===== src/rtl/md_if.sv =====
// Handshake and result bundle between the EX stage / hazard unit and the
// multiply/divide sequencer.
interface md_if #(
    parameter int WIDTH = 32
);
    logic             start;
    logic [1:0]       op;
    logic [WIDTH-1:0] srca;
    logic [WIDTH-1:0] srcb;
    logic             mthi;
    logic             mtlo;
    logic             use_hilo;
    logic [WIDTH-1:0] hi;
    logic [WIDTH-1:0] lo;
    logic             busy;
    logic             done;
    logic             stall_md;

    modport master (
        output start, op, srca, srcb, mthi, mtlo, use_hilo,
        input  hi, lo, busy, done, stall_md
    );

    modport slave (
        input  start, op, srca, srcb, mthi, mtlo, use_hilo,
        output hi, lo, busy, done, stall_md
    );
endinterface


===== src/rtl/md_sequencer.sv =====
// Iterative multiply/divide unit owning HI/LO: shift-add multiply and
// restoring divide on operand magnitudes, with sign fix-up in a final cycle.
module md_sequencer #(
    parameter int WIDTH = 32
) (
    input  logic clk,
    input  logic rst_n,
    md_if.slave  bus
);
    localparam int CW = $clog2(WIDTH);

    typedef enum logic [1:0] {
        IDLE = 2'd0,
        CALC = 2'd1,
        FIX  = 2'd2
    } state_t;

    function automatic logic [WIDTH-1:0] neg_w(input logic [WIDTH-1:0] v);
        return (~v) + {{(WIDTH-1){1'b0}}, 1'b1};
    endfunction

    function automatic logic [2*WIDTH-1:0] neg_2w(input logic [2*WIDTH-1:0] v);
        return (~v) + {{(2*WIDTH-1){1'b0}}, 1'b1};
    endfunction

    state_t             state_q, state_d;
    logic [CW-1:0]      count_q, count_d;
    logic [1:0]         op_q, op_d;
    logic               sa_q, sa_d;
    logic               sb_q, sb_d;
    logic               dz_q, dz_d;
    logic [WIDTH-1:0]   a_q, a_d;
    logic [WIDTH-1:0]   b_q, b_d;
    logic [2*WIDTH-1:0] acc_q, acc_d;
    logic [WIDTH-1:0]   hi_q, hi_d;
    logic [WIDTH-1:0]   lo_q, lo_d;
    logic               busy_q, busy_d;
    logic               done_q, done_d;

    logic [WIDTH:0]     mul_sum_s;
    logic [WIDTH:0]     rem_sh_s;
    logic [WIDTH:0]     sub_s;
    logic               ge_s;
    logic [2*WIDTH-1:0] prod_s;
    logic [WIDTH-1:0]   mag_srca_s;
    logic [WIDTH-1:0]   mag_srcb_s;
    logic               unused_s;

    // Next-state, datapath iteration and HI/LO update logic.
    always_comb begin
        state_d = state_q;
        count_d = count_q;
        op_d    = op_q;
        sa_d    = sa_q;
        sb_d    = sb_q;
        dz_d    = dz_q;
        a_d     = a_q;
        b_d     = b_q;
        acc_d   = acc_q;
        hi_d    = hi_q;
        lo_d    = lo_q;
        busy_d  = busy_q;
        done_d  = 1'b0;

        mag_srca_s = (bus.op[0] && bus.srca[WIDTH-1]) ? neg_w(bus.srca) : bus.srca;
        mag_srcb_s = (bus.op[0] && bus.srcb[WIDTH-1]) ? neg_w(bus.srcb) : bus.srcb;

        mul_sum_s = {1'b0, acc_q[2*WIDTH-1:WIDTH]}
                  + {1'b0, (b_q[0] ? a_q : {WIDTH{1'b0}})};
        rem_sh_s  = {acc_q[2*WIDTH-1:WIDTH], b_q[WIDTH-1]};
        ge_s      = (rem_sh_s >= {1'b0, a_q});
        sub_s     = rem_sh_s - {1'b0, a_q};
        prod_s    = (sa_q ^ sb_q) ? neg_2w(acc_q) : acc_q;

        case (state_q)
            IDLE: begin
                if (bus.start) begin
                    op_d    = bus.op;
                    sa_d    = bus.op[0] & bus.srca[WIDTH-1];
                    sb_d    = bus.op[0] & bus.srcb[WIDTH-1];
                    dz_d    = bus.op[1] & (bus.srcb == {WIDTH{1'b0}});
                    // Divide keeps divisor in a_q and shifts the dividend out of b_q.
                    a_d     = bus.op[1] ? mag_srcb_s : mag_srca_s;
                    b_d     = bus.op[1] ? mag_srca_s : mag_srcb_s;
                    acc_d   = {(2*WIDTH){1'b0}};
                    count_d = {CW{1'b0}};
                    state_d = CALC;
                    busy_d  = 1'b1;
                end else begin
                    if (bus.mthi) begin
                        hi_d = bus.srca;
                    end else begin
                        hi_d = hi_q;
                    end
                    if (bus.mtlo) begin
                        lo_d = bus.srca;
                    end else begin
                        lo_d = lo_q;
                    end
                end
            end
            CALC: begin
                if (op_q[1]) begin
                    acc_d[2*WIDTH-1:WIDTH] = ge_s ? sub_s[WIDTH-1:0] : rem_sh_s[WIDTH-1:0];
                    acc_d[WIDTH-1:0]       = {acc_q[WIDTH-2:0], ge_s};
                    b_d                    = {b_q[WIDTH-2:0], 1'b0};
                end else begin
                    acc_d = {mul_sum_s, acc_q[WIDTH-1:1]};
                    b_d   = {1'b0, b_q[WIDTH-1:1]};
                end
                count_d = count_q + {{(CW-1){1'b0}}, 1'b1};
                if (count_q == CW'(WIDTH-1)) begin
                    state_d = FIX;
                end else begin
                    state_d = CALC;
                end
            end
            FIX: begin
                if (op_q[1]) begin
                    // Divide by zero keeps the all-ones quotient regardless of signs.
                    lo_d = ((sa_q ^ sb_q) && !dz_q) ? neg_w(acc_q[WIDTH-1:0]) : acc_q[WIDTH-1:0];
                    hi_d = sa_q ? neg_w(acc_q[2*WIDTH-1:WIDTH]) : acc_q[2*WIDTH-1:WIDTH];
                end else begin
                    hi_d = prod_s[2*WIDTH-1:WIDTH];
                    lo_d = prod_s[WIDTH-1:0];
                end
                state_d = IDLE;
                busy_d  = 1'b0;
                done_d  = 1'b1;
            end
            default: begin
                state_d = IDLE;
                busy_d  = 1'b0;
            end
        endcase
    end

    assign unused_s = sub_s[WIDTH];

    // State and datapath registers.
    always_ff @(posedge clk or negedge rst_n) begin
        if (!rst_n) begin
            state_q <= IDLE;
            count_q <= {CW{1'b0}};
            op_q    <= 2'b00;
            sa_q    <= 1'b0;
            sb_q    <= 1'b0;
            dz_q    <= 1'b0;
            a_q     <= {WIDTH{1'b0}};
            b_q     <= {WIDTH{1'b0}};
            acc_q   <= {(2*WIDTH){1'b0}};
            hi_q    <= {WIDTH{1'b0}};
            lo_q    <= {WIDTH{1'b0}};
            busy_q  <= 1'b0;
            done_q  <= 1'b0;
        end else begin
            state_q <= state_d;
            count_q <= count_d;
            op_q    <= op_d;
            sa_q    <= sa_d;
            sb_q    <= sb_d;
            dz_q    <= dz_d;
            a_q     <= a_d;
            b_q     <= b_d;
            acc_q   <= acc_d;
            hi_q    <= hi_d;
            lo_q    <= lo_d;
            busy_q  <= busy_d;
            done_q  <= done_d;
        end
    end

    assign bus.hi       = hi_q;
    assign bus.lo       = lo_q;
    assign bus.busy     = busy_q;
    assign bus.done     = done_q;
    assign bus.stall_md = busy_q & (bus.use_hilo | bus.start);
endmodule


===== src/flat_wrapper.sv =====
// flat-port wrapper written by rule: the top's interface ports become plain ports
module md_sequencer_flat 
#(
    parameter int WIDTH = 32
)
  (clk, rst_n, bus_start, bus_op, bus_srca, bus_srcb, bus_mthi, bus_mtlo, bus_use_hilo, bus_hi, bus_lo, bus_busy, bus_done, bus_stall_md);
  md_if #(.WIDTH(WIDTH)) bus_i ();
  input  logic clk;
  input  logic rst_n;
  input wire logic [$bits(bus_i.start)-1:0] bus_start;
  input wire logic [$bits(bus_i.op)-1:0] bus_op;
  input wire logic [$bits(bus_i.srca)-1:0] bus_srca;
  input wire logic [$bits(bus_i.srcb)-1:0] bus_srcb;
  input wire logic [$bits(bus_i.mthi)-1:0] bus_mthi;
  input wire logic [$bits(bus_i.mtlo)-1:0] bus_mtlo;
  input wire logic [$bits(bus_i.use_hilo)-1:0] bus_use_hilo;
  output wire logic [$bits(bus_i.hi)-1:0] bus_hi;
  output wire logic [$bits(bus_i.lo)-1:0] bus_lo;
  output wire logic [$bits(bus_i.busy)-1:0] bus_busy;
  output wire logic [$bits(bus_i.done)-1:0] bus_done;
  output wire logic [$bits(bus_i.stall_md)-1:0] bus_stall_md;
  assign bus_i.start = bus_start;
  assign bus_i.op = bus_op;
  assign bus_i.srca = bus_srca;
  assign bus_i.srcb = bus_srcb;
  assign bus_i.mthi = bus_mthi;
  assign bus_i.mtlo = bus_mtlo;
  assign bus_i.use_hilo = bus_use_hilo;
  assign bus_hi = bus_i.hi;
  assign bus_lo = bus_i.lo;
  assign bus_busy = bus_i.busy;
  assign bus_done = bus_i.done;
  assign bus_stall_md = bus_i.stall_md;
  md_sequencer #(.WIDTH(WIDTH)) u_core (.clk(clk), .rst_n(rst_n), .bus(bus_i));
endmodule

===== config.mk =====
export PLATFORM = sky130hd
export DESIGN_NAME = md_sequencer_flat
export DESIGN_NICKNAME = d
export VERILOG_FILES = /design/src/rtl/md_if.sv /design/src/rtl/md_sequencer.sv /design/src/flat_wrapper.sv
export SDC_FILE = /design/constraint.sdc
export NUM_CORES = 1
export LEC_CHECK = 0
export BUFFER_PORTS_ARGS = -buffer_cell sky130_fd_sc_hd__buf_4
export CAP_MARGIN = 25
export CORE_AREA = 2 2 137 272
export DETAILED_ROUTE_END_ITERATION = 12
export DIE_AREA = 0 0 139 274
export SKIP_CTS_REPAIR_TIMING = 1
export SYNTH_ARGS = -nofsm -noshare
export SYNTH_HDL_FRONTEND = slang
export SYNTH_SLANG_ARGS = --single-unit

===== constraint.sdc =====
create_clock -name clk -period 7.75 [get_ports clk]
set_input_delay 0.775 -clock clk [delete_from_list [all_inputs] [get_ports clk]]
set_output_delay 0.775 -clock clk [all_outputs]
set_load 0.02 [all_outputs]

After elaboration in Yosys (flattened, before gate mapping)
Index checks and enable logic that the tools add are counted.
{"block": "totals", "regBits": 206, "output_inout_bits": 67, "word_cells": 85}
{"block": "op_classes", "n_addsub": 8, "n_lt_le_gt_ge": 1, "eq_ne": 7, "muxes": 31, "n_bitwise": 12, "n_reduce_logical": 13}
{"op": "two-way mux 32 bit", "count": 16}
{"op": "two-way mux 64 bit", "count": 3}
{"op": "case mux 32 bit (2 select lines)", "count": 3}
{"op": "adder 32 x 1 -> 32 bit (second input constant)", "count": 4}
{"op": "inverter 32 bit", "count": 4}
{"op": "case mux 64 bit (2 select lines)", "count": 1}
{"op": "adder 64 x 1 -> 64 bit (second input constant)", "count": 1}
{"op": "inverter 64 bit", "count": 1}
{"op": "adder 32 x 32 -> 33 bit", "count": 1}
{"op": ">= comparator 33 x 32 -> 1 bit", "count": 1}
{"op": "zero test 32 bit", "count": 1}
{"op": "subtractor 32 bit", "count": 1}
{"op": "case mux 5 bit (2 select lines)", "count": 1}
{"op": "inequality test 2 bit (second input constant)", "count": 4}
{"op": "AND reduction 2 bit", "count": 3}
{"op": "AND reduction 3 bit", "count": 2}
{"op": "adder 5 x 1 -> 5 bit (second input constant)", "count": 1}
{"op": "== test 5 bit (second input constant)", "count": 1}
{"op": "two-way mux 5 bit", "count": 1}
{"op": "AND 1 bit", "count": 4}
{"op": "two-way mux 2 bit", "count": 2}
{"op": "case mux 2 bit (2 select lines)", "count": 1}
{"op": "nonzero test 2 bit", "count": 2}
{"op": "logical AND 1 bit", "count": 3}
{"op": "9 further kinds", "count": 10}

Depth between registers and ports, before layout
{"block": "depth", "depth_word": 6, "depth_mapped": 14, "ltp_nobuf": 13}

Worst setup path before layout
No wires, ideal clock.
{"block": "synth_timing", "kind": "input to register", "from": "input bus_srca[14]", "to": "register u_core.a_q[30]", "setup_ps": 125, "arrival_ps": 3036, "slack_ps": 4589, "stages": 9, "path_cell_list": "buf_2 -> or4_4 -> or4_4 -> or3_4 -> o41ai_2 -> xor2_1 -> nand2_1 -> o211ai_2 -> o21ai_2"}
{"block": "synth_via", "elab_chain_len": 4}
{"item": "start: declaration", "line_no": "flat_wrapper.sv:12", "source": "input wire logic [$bits(bus_i.srca)-1:0] bus_srca;"}
{"item": "inverter 32 bit", "line_no": "md_sequencer.sv:19", "source": "return (~v) + {{(WIDTH-1){1'b0}}, 1'b1};"}
{"item": "adder 32 x 1 -> 32 bit", "line_no": "md_sequencer.sv:19"}
{"item": "two-way mux 32 bit", "line_no": "md_sequencer.sv:65", "source": "mag_srca_s = (bus.op[0] && bus.srca[WIDTH-1]) ? neg_w(bus.srca) : bus.srca;"}
{"item": "two-way mux 32 bit", "line_no": "md_sequencer.sv:83", "source": "a_d = bus.op[1] ? mag_srcb_s : mag_srca_s;"}
{"item": "end signal: assignment", "line_no": "md_sequencer.sv:149", "source": "a_q <= {WIDTH{1'b0}};"}
{"item": "end: declaration", "line_no": "md_sequencer.sv:32", "source": "logic [WIDTH-1:0] a_q, a_d;"}
No other way between the ends.
A chain may end at the register's enable or synchronous reset.

Final worst setup path
{"block": "layout_timing", "from": "register u_core.b_q[0]", "to": "register u_core.acc_q[61]"}
{"block": "layout_via", "elab_chain_len": 4}
{"item": "start: declaration", "line_no": "md_sequencer.sv:33", "source": "logic [WIDTH-1:0] b_q, b_d;"}
{"item": "start signal: assignment", "line_no": "md_sequencer.sv:150", "source": "b_q <= {WIDTH{1'b0}};"}
{"item": "two-way mux 32 bit", "line_no": "md_sequencer.sv:69", "source": "+ {1'b0, (b_q[0] ? a_q : {WIDTH{1'b0}})};"}
{"item": "adder 32 x 32 -> 33 bit", "line_no": "md_sequencer.sv:69"}
{"item": "two-way mux 64 bit", "line_no": "md_sequencer.sv:103", "source": "if (op_q[1]) begin"}
{"item": "case mux 64 bit (2 select lines)", "line_no": "md_sequencer.sv:75", "source": "case (state_q)"}
{"item": "end signal: assignment", "line_no": "md_sequencer.sv:151", "source": "acc_q <= {(2*WIDTH){1'b0}};"}
{"item": "end: declaration", "line_no": "md_sequencer.sv:34", "source": "logic [2*WIDTH-1:0] acc_q, acc_d;"}
No other way between the ends.

==> flow_summary_export.csv <==
group,metric,value,unit
setup_path,critPathLaunchType,"flip-flop",
yosys,postSynthCellCount,1949,
grt,grt_pass1_vias,14300,
yosys,synth_top_area_frac,0.320,
sta,hold_viol_final,0,
yosys,synthTopCellsByArea,"dfrtp_1 (32%), o21ai_0 (7.1%), ha_1 (5.5%)",
setup_path,critPathSlowestCell,"o31ai_1",
cells_and_area,syn2layout_area_growth,13.3,%
yosys,synth_cell_types,80,
floorplan,dieArea,38100,um2
sta,period_share,0.539,
grt,grt_max_degree,101,
floorplan,initial_core_util,0.443,
worst_hold_path,holdCritPathClass,"in -> async",
yosys,async_flop_share,1.00,
cells_and_area,regArea,5130,um2
grt,grt_pass1_wl,88700,um
pwr,power.static_leakage,0.00800,uW
pwr,powerDensity,495,nW/um2
cells_and_area,multiInputGateArea,10200,um2
place,place_congestion,0.947,
floorplan,die-width,139,um
pwr,vdd_drop_max,0.250,mV
pwr,p_total,8990,uW
detailed_routing,drt-total-wl,58600,um
clock_tree,cts_buffers,23,
sta,setup_tns,0,ps
detailed_routing,drt_pass1_iterations,7,
setup_path,crit_required,8150,ps
setup_path,cpPeakStageDelay,720,ps
setup_path,critPathArrivalTime,4580,ps
floorplan,rows,99,
cells_and_area,fillers,3559,
sta,finClkSkew,15.6,ps
sta,period_minus_slack,4180,ps
grt,overflow,0,
clock_tree,cts_sinks,205,
clock_tree,cts_tree,"built",
floorplan,io_pins,139,
clock_tree,cts_root_buffer,"clkbuf_16",
clock_tree,cts_buffer_depth,3,
yosys,syn_area,16000,um2
clock_tree,clk_latency,550,ps
grt,grt-busiest-layer,"met2",
detailed_routing,drt-wirelength-per-cell,23.6,um
status,status,"finished clean",
sta,drv_slew,0,
detailed_routing,ant_nets,0,
detailed_routing,drtIter0Drc,1236,
setup_path,worst_path_most_repeated_cell,"o21ai_0",
yosys,ys_seq_area_frac,0.320,
yosys,yosysTopAreaCell,"dfrtp_1",
sta,tightest_slew,1040,ps
yosys,synth-edff-count,0,
sta,rsz0062_at_grt,"no",
floorplan,coreArea,36200,um2
place,dp_cells,2436,
floorplan,die_h,274,um
detailed_routing,drc,0,
yosys,syn_nets,2093,
grt,antenna_found_initial,1,
run,max_cap_viol_count,0,
clock_tree,htreeDepth,1,
cells_and_area,finalNonFillerCells,2479,
grt,met2_usage,0.496,
setup_path,cp-end-kind,"flip-flop",
grt,track_usage,0.300,
setup_path,crit_type,"reg -> reg",
setup_path,crit_chain,"and2_1, ha_1, inv_1, fa_1, nand2b_1, a21oi_1, o221a_2, a211oi_1, o31ai_1, a221oi_1, o21ai_0, xnor2_1, o21ai_0",
setup_path,crit_fanout,15,
detailed_routing,vias,15200,
place,io_buffers,138,
clock_tree,path_clk_slew,60,ps
cells_and_area,finalNetCount,2151,
yosys,synthFlopType,"dfrtp_1",
cells_and_area,drive_gt1_frac,0.122,
yosys,avgSynthCellArea,8.23,um2
grt,grt_util_met3,0.0274,
sta,relSlewSlack,0.306,
place,place_hpwl,44100,um
sta,fmax,239,MHz
sta,finalSetupViolations,0,
detailed_routing,vias_per_cell,6.14,
yosys,ys_ff_latch,205,
grt,met1_usage,0.401,
yosys,yosysWarnings,0,
through the flow:
stage	util	hold slack (ps)	area (um2)	setup slack (ps)
final	0.502	180	18200	3570
after global routing	0.502	226	18200	3340
after global placement	0.479	469	17300	3240
after detailed placement	0.481	472	17400	3630
after floorplan	-	442	16000	4590
after CTS	0.502	205	18200	3620
power by group:
part	switching (uW)	total, uW	internal [uW]
logic	3300	5580	2280
registers	701	2270	1570
clock network	491	1140	653
total	4490	8990	4500
synth_stat cells (all sizes together) (6+ instances only):
library cell and instances:
a211oi 16, a21o 34, a21oi 147, a222oi 6
a22oi 73, a31oi 17, and2 40, and3 13
buf 24, clkbuf 102, dfrtp 205, ha 70
inv 68, mux2 13, mux2i 83, nand2 182
nand2b 18, nand3 23, nand4 14, nor2 153
nor2b 6, nor3 33, nor4 12, o211ai 15
o21a 13, o21ai 235, o21bai 9, o221ai 9
o22ai 13, o31ai 29, o41ai 17, or2 6
or3 10, or4 12, xnor2 88, xor2 86
path summary, 6_finish.rpt:
check	start	endpoint	slack, ps	cells past startpoint
worst min register to register	u_core.count_q[3]$_DFFE_PN0P_	u_core.count_q[3]$_DFFE_PN0P_	470	1
worst max-delay path	u_core.b_q[0]$_DFFE_PN0P_	u_core.acc_q[61]$_DFFE_PN0P_	3570	13
worst max register to register	u_core.b_q[0]$_DFFE_PN0P_	u_core.acc_q[61]$_DFFE_PN0P_	3570	13
max in group asynchronous	rst_n	u_core.op_q[1]$_DFFE_PN0P_	6100	2
worst min-delay path	rst_n	u_core.acc_q[17]$_DFFE_PN0P_	180	1
min in group clk	u_core.count_q[3]$_DFFE_PN0P_	u_core.count_q[3]$_DFFE_PN0P_	470	1
worst max-delay path, delay by kind of cell (launching register included):
| kind | cells | cell delay, ps |
|---|---|---|
| xor+xnor | 1 | 140 |
| fa+ha+maj | 2 | 590 |
| flops | 1 | 690 |
| simple gates | 2 | 430 |
| buf+inv | 1 | 70 |
| compound gates | 7 | 2110 |
final cells by class:
cell class | count | area share
Antenna cell | 2 | 0.000276
Tap cell | 454 | 0.0313
Timing Repair Buffer | 159 | 0.0684
Inverter | 69 | 0.0143
Clock buffer | 29 | 0.0351
Multi-Input combinational cell | 1549 | 0.561
Clock inverter | 12 | 0.00703
Sequential cell | 205 | 0.283
sequential cells by signal, indices dropped and copies added, names as in the netlist, 2 cells and up:
register        cells
u_core.bus.hi      32
u_core.state_q      2
u_core.b_q         32
u_core.bus.lo      32
u_core.a_q         32
u_core.count_q      5
u_core.acc_q       64
cells by family (layout without fill, tap and decap cells):
family | count (synthesis) | in the layout | share of synthesized area
compound gates | 674 | 674 | 0.262
xor+xnor | 174 | 174 | 0.0950
fa+ha+maj | 72 | 72 | 0.0571
buf+inv | 195 | 269 | 0.0471
flops | 205 | 205 | 0.320
mux | 96 | 96 | 0.0609
other cells | 0 | 2 | 0
simple gates | 533 | 533 | 0.158
placed cells by master (no fill, tap or decap), types with 17 or more instances in the layout:
cell	count
a21o_1	34
a21oi_1	146
a22oi_1	73
a31oi_1	17
and2_1	39
buf_4	156
clkbuf_16	23
dfrtp_1	204
ha_1	70
inv_1	68
mux2i_1	83
nand2_1	181
nand2b_1	17
nand3_1	23
nor2_1	151
nor3_1	31
o21ai_0	226
o31ai_1	28
xnor2_1	88
xor2_1	86
metal layers:
layer	share of wire	up-vias
met3	0.055	98
met2	0.47	602
met1	0.43	7343
met4	0.048	0
met5	0	-
li1	-	7173
No activity file was read; power rests on OpenSTA's default activity.
